===== src/rtl/stopwatch_bcd_ctr.sv =====
// Multi-digit BCD up/down stopwatch counter with prescaled tick, start/stop, lap hold and preset.
// Define STOPWATCH_SATURATE_EN to saturate at the range limits instead of wrapping.
module stopwatch_bcd_ctr #(
  parameter int unsigned CLK_DIV    = 5000000,
  parameter int unsigned DIV_W      = 23,
  parameter int unsigned NUM_DIGITS = 4
) (
  input  logic                    CLK_5MHz,
  input  logic                    reset,
  input  logic                    up_dn,
  input  logic                    start_stop,
  input  logic                    lap,
  input  logic                    clear,
  input  logic                    load,
  input  logic [4*NUM_DIGITS-1:0] load_val,
  output logic [4*NUM_DIGITS-1:0] count,
  output logic [4*NUM_DIGITS-1:0] display,
  output logic                    running,
  output logic                    tick,
  output logic                    terminal
);

  localparam int unsigned W = 4 * NUM_DIGITS;

  typedef enum logic [1:0] {StStop, StRun, StLap} state_e;

  state_e           state_q;
  logic [DIV_W-1:0] pre_q;
  logic [W-1:0]     count_q;
  logic [W-1:0]     lap_q;
  logic             hold_q;
  logic             ss_prev_q;
  logic             lap_prev_q;

  logic             ss_rise;
  logic             lap_rise;
  logic             step_en;
  logic             wrap;
  logic [W-1:0]     step_val;
  logic [W-1:0]     load_clamped;
  logic [3:0]       digit;
  logic             carry;

  assign ss_rise  = start_stop & ~ss_prev_q;
  assign lap_rise = lap & ~lap_prev_q;
  assign running  = (state_q != StStop);
  assign tick     = ~reset & running & (pre_q == DIV_W'(CLK_DIV - 1));
  assign step_en  = tick & ~clear & ~load;
  assign terminal = step_en & wrap;
  assign count    = count_q;
  assign display  = hold_q ? lap_q : count_q;

  // Ripple BCD step; carry doubles as the borrow when counting down.
  always_comb begin
    step_val = count_q;
    carry    = 1'b1;
    digit    = 4'd0;
    for (int i = 0; i < int'(NUM_DIGITS); i++) begin
      digit = count_q[4*i +: 4];
      if (carry) begin
        if (up_dn) begin
          if (digit == 4'd9) begin
            digit = 4'd0;
          end else begin
            digit = digit + 4'd1;
            carry = 1'b0;
          end
        end else begin
          if (digit == 4'd0) begin
            digit = 4'd9;
          end else begin
            digit = digit - 4'd1;
            carry = 1'b0;
          end
        end
      end
      step_val[4*i +: 4] = digit;
    end
    wrap = carry;
  end

  always_comb begin
    load_clamped = load_val;
    for (int i = 0; i < int'(NUM_DIGITS); i++) begin
      if (load_val[4*i +: 4] > 4'd9) load_clamped[4*i +: 4] = 4'd9;
    end
  end

  always_ff @(posedge CLK_5MHz) begin
    if (reset) begin
      state_q    <= StStop;
      pre_q      <= '0;
      count_q    <= '0;
      lap_q      <= '0;
      hold_q     <= 1'b0;
      ss_prev_q  <= 1'b0;
      lap_prev_q <= 1'b0;
    end else begin
      ss_prev_q  <= start_stop;
      lap_prev_q <= lap;

      if (clear) begin
        count_q <= '0;
      end else if (load) begin
        count_q <= load_clamped;
      end else if (step_en) begin
`ifdef STOPWATCH_SATURATE_EN
        if (!wrap) count_q <= step_val;
`else
        count_q <= step_val;
`endif
      end

      // Prescaler holds while stopped so a pause keeps the partial period.
      if (clear || load) begin
        pre_q <= '0;
      end else if (running) begin
        pre_q <= tick ? '0 : pre_q + DIV_W'(1);
      end

      case (state_q)
        StStop: begin
          if (ss_rise) begin
            state_q <= hold_q ? StLap : StRun;
          end else if (lap_rise && hold_q) begin
            hold_q <= 1'b0;
          end
        end
        StRun: begin
          if (ss_rise) begin
            state_q <= StStop;
          end else if (lap_rise) begin
            state_q <= StLap;
            hold_q  <= 1'b1;
            lap_q   <= count_q;
          end
        end
        StLap: begin
          if (ss_rise) begin
            state_q <= StStop;
          end else if (lap_rise) begin
            state_q <= StRun;
            hold_q  <= 1'b0;
          end
        end
        default: state_q <= StStop;
      endcase

`ifdef STOPWATCH_SATURATE_EN
      if (terminal) state_q <= StStop;
`endif
    end
  end

endmodule

===== config.mk =====
export PLATFORM = sky130hd
export DESIGN_NAME = stopwatch_bcd_ctr
export DESIGN_NICKNAME = d
export VERILOG_FILES = /design/src/rtl/stopwatch_bcd_ctr.sv
export SDC_FILE = /design/constraint.sdc
export NUM_CORES = 1
export LEC_CHECK = 0
export CAP_MARGIN = 0
export CELL_PAD_IN_SITES_DETAIL_PLACEMENT = 2
export CELL_PAD_IN_SITES_GLOBAL_PLACEMENT = 2
export CORE_UTILIZATION = 34
export CTS_CLUSTER_DIAMETER = 120
export DETAILED_ROUTE_END_ITERATION = 10
export HOLD_SLACK_MARGIN = 0.05
export PLACE_DENSITY_LB_ADDON = 0.05
export SLEW_MARGIN = 30
export SYNTH_ARGS = -nofsm -noshare
export SYNTH_HDL_FRONTEND = slang
export SYNTH_SLANG_ARGS = --single-unit

===== constraint.sdc =====
create_clock -name CLK_5MHz -period 6.9 [get_ports CLK_5MHz]
set_clock_uncertainty 0.2 [all_clocks]
set_input_delay 0.69 -clock CLK_5MHz [delete_from_list [all_inputs] [get_ports CLK_5MHz]]
set_output_delay 0.69 -clock CLK_5MHz [all_outputs]
set_load 0.05 [all_outputs]

After elaboration in Yosys (flattened, before gate mapping)
Cells that the tools add are included.

Logic and storage cells: 125. Bits in registers: 60.

$lt $le $gt $ge: 4. Equal/unequal tests: 16. Reduce and logical (&&, ||, !) cells: 21. Bitwise operators: 13. Mux-type cells: 52. Add/subtract/negate cells: 9.

Operators with widths (number): 4-bit two-way mux (19); 16-bit two-way mux (3); 23-bit by 1-bit adder with 23-bit output, second input constant (1); 23-bit equality test, second input constant (1); 23-bit two-way mux (1); 1-bit two-way mux (21); 4-bit by 1-bit adder with 4-bit output, second input constant (4); 4-bit equality test, second input constant (4); 4-bit > comparator, second input constant (4); 4-bit logical NOT (4); 4-bit by 1-bit subtractor with 4-bit output, second input constant (4); 2-bit != test, second input constant (7); 2-bit two-way mux (6); 2-bit nonzero test (5); 1-bit AND (7); 7-bit AND reduction (1); 3-bit != test, second input constant (2); 1-bit inverter (6); 2-bit one-hot mux with 3 select lines (1); 2-bit AND reduction (3); 3-bit AND reduction (2); 2-bit OR reduction (2); 1-bit one-hot mux with 3 select lines (1); 3-bit nonzero test (1); other kinds (5) (5).

Longest topological paths before layout
Depth in word-level cells: 8. Gate-level depth with buffers: 9. Depth with buffers taken out: 7.

Worst setup path before layout
OpenSTA, ideal clock, no wires.

Kind: input to output. Start point: input port up_dn. End point: output port terminal. Slack: 3.463 ns. Arrival: 2.547 ns. Stages: 7. Path through: clkbuf_1 > nand3_1 > a211oi_4 > and4_2 > buf_4 > nand2_1 > nor2_1.

Cells in the longest elaborated chain, start to end: 5.

Ends and longest elaborated chain: from (decl) (line 10) `input logic up_dn,`; 1-bit two-way mux (line 61) `if (up_dn) begin`; 1-bit two-way mux (2 in a row) (line 60) `if (carry) begin`; 1-bit two-way mux * (line 60); 1-bit AND * (line 49) `assign terminal = step_en & wrap;`; to (decl) (line 20) `output logic terminal`.

Mark *: on every way between the ends. The rest lies on a longest branch, timed or not.

Final worst setup path
Ends and elaborated chain as after synthesis.

==> results.cfg <==
[power]
seqPwrFrac = 0.441
intPower_w = 0.000584
max-vdd-ir-drop_mv = 0.117
leakage_nw = 1.60
pwr-share-clk = 0.385
switching_share = 0.301
power_density_nw_per_um2 = 190
comb_power_share = 0.174
switchingPower_w = 0.000252

[cts]
cts_root_buf = clkbuf_8
ctsResizeCount = 0
cts_tree = done
clk_pin_slew_ns = 0.07
postCtsSetupRepairBufs = 0
cts_buffers = 9
hold_buffers = 0
htree_levels = 3
clock_path_buffers = 2
cts_sinks = 60
worstSkewPairLatency_ns = 0.36

[worst_setup_path]
arrival_ns = 3.96
rr_startpoint = state_q[0]
worstSetupEndpointType = output pin
worstSetupPathType = in -> out
worst-path-max-fanout = 22
critPathLaunchType = input pin
reg2reg_to = count[7]
required_ns = 6.01
ff2ff_path_depth = 7
r2r_slack_ns = 3.88

[synthesis]
synth_area_per_cell_um2 = 8.17
synth_ff_type = dfxtp_1
async_flop_share = 0
synthesis.nets = 465
synth.distinct_cells = 61
synthesis.area_um2 = 3570
ys_seq_area_frac = 0.336
synth-edff-count = 0
ys_warn_count = 0
syn_inst = 437
ys_ff_latch = 60

[routing]
finalWirelength_mm = 11.1
ant_nets = 0
drt_iter0_markers = 107
drc = 0
wl_per_cell_um = 18.0
vias = 3361
viasPerCell = 5.45
drt-pass1-iter-count = 4

[min_path]
whs_path_depth = 2
hold_start = state_q[1]
min_path_type = reg -> reg
min_to = state_q[1]

[floorplanning]
die_width_um = 104
die_y_um = 104
initial_core_util = 0.349
fp.coreArea_um2 = 10200
die-area_um2 = 10900
io_pins = 58
rows = 37

[global_routing]
grt_pass1_wl_mm = 18.3
antenna_found_initial = 0
overflow = 0
grt_max_degree = 26
grt_pass1_vias = 3471
grtUsageTotal = 0.213

[finish]
layout_common_cells = 61 x nor2_1, 60 x dfxtp_1, 56 x clkdlybuf4s50_1
fin_util = 0.429
layout.cells.non_filler = 617
design_area_um2 = 4390
layout_commonest_cell = nor2_1
area_growth_pct = 23.0
n_antenna_cell = 0
drive_above_1_share = 0.0852
final_nets = 505
fillers = 1186

[job]
max-cap-violations = 0

[placement]
gp_congestion = 0.762
portBuffers = 57
place_inst = 602
dp_hpwl_mm = 7.96
placed_cell_area_um2 = 4210

[sta]
setup_viol = 0
fmax_mhz = 206
period_share = 0.703
rsz0062_at_grt = false
worst_pin_slew_ns = 0.902
finalHoldViolCount = 0
slew_viol_final = 0
min_period_ns = 4.85
totalNegativeSetupSlack_ns = 0
hold_slack_ns = 0.298
timing.slew.headroom = 0.398

[status]
status = finished, final reports clean
-- layer usage --
metal / track usage / vias to the layer above / part of all wire
met5: 0 / - / 0
met4: 0.0520 / 0 / 0.0095
met3: 0.0570 / 7 / 0.031
met2: 0.327 / 54 / 0.44
met1: 0.295 / 1661 / 0.52
li1: - / 1639 / -
-- worst max-delay path by stage --
stage | from | endpoint | slack, ns | cells after the start
after floorplan | up_dn | terminal | 3.46 | 7
after global placement | up_dn | terminal | 2.16 | 8
after detailed placement | reset | terminal | 2.04 | 7
after CTS | reset | terminal | 2.01 | 7
after global routing | up_dn | terminal | 1.90 | 8
final | up_dn | terminal | 2.05 | 8
-- power groups by stage --
stage | combinational [W] | clock (W) | sequential, W
6_report | 0.000146 | 0.000322 | 0.000369
4_1_cts | 0.000146 | 0.000334 | 0.000369
3_3_place_gp | 0.000143 | 0 | 0.000375
5_1_grt | 0.000156 | 0.000348 | 0.000370
3_5_place_dp | 0.000145 | 0 | 0.000377
2_1_floorplan | 0.0000920 | 0 | 0.000378
-- critical path, stage by stage --
cell and delay (ns):
clkdlybuf4s50_1 0.89, buf_4 0.37, nand3_1 0.15, a211oi_4 0.38, and4_2 0.39, nand2_1 0.13, nor2_1 0.13, clkdlybuf4s50_1 0.81
-- layout make-up --
class	count	area (µm²)	share of cell area
tap	136	170	0.0387
clock buffer	10	138	0.0313
multi-input combinational	332	2190	0.499
clock inverter	5	52.6	0.0120
timing repair buffer	60	588	0.134
sequential	60	1200	0.273
inverter	14	52.6	0.0120
-- flip-flops by register name (all words and copies together), names as in the netlist --
| signal | count |
|---|---|
| state_q | 2 |
| pre_q | 23 |
| ss_prev_q | 1 |
| hold_q | 1 |
| lap_q | 16 |
| lap_prev_q | 1 |
| count | 16 |
-- stage by stage --
stage | power, W | setup slack, ns
after detailed placement | 0.000522 | 2.04
after global placement | 0.000518 | 2.16
after global routing | 0.000873 | 1.90
after CTS | 0.000849 | 2.01
final | 0.000836 | 2.05
after floorplan | 0.000470 | 3.46
-- cell usage after synthesis (6+ instances only) --
cell / n / area share
nor2_1: 61 / 0.064
dfxtp_1: 60 / 0.34
o21ai_0: 27 / 0.038
clkbuf_1: 25 / 0.026
nand2_1: 23 / 0.024
xnor2_1: 23 / 0.056
mux2i_1: 20 / 0.056
a21oi_1: 17 / 0.024
nand3_1: 17 / 0.024
inv_1: 13 / 0.014
nor3_1: 13 / 0.018
and3_1: 11 / 0.019
mux2_2: 11 / 0.035
nor2b_1: 9 / 0.016
xor2_1: 7 / 0.017
nand4b_1: 6 / 0.015
o21a_1: 6 / 0.013
-- cell families (layout without fill, tap and decap cells) --
logic type / count (synthesis) / after routing / share of synthesized area
xor gates and xnor gates: 30 / 30 / 0.0736
AOI/OAI and AO/OA: 86 / 86 / 0.162
buffers and inverters: 45 / 89 / 0.0508
muxes: 31 / 31 / 0.0907
DFF: 60 / 60 / 0.336
and+or+nand+nor: 180 / 180 / 0.269
adders and majority gates: 5 / 5 / 0.0175
(Power assumes the default switching activity.)
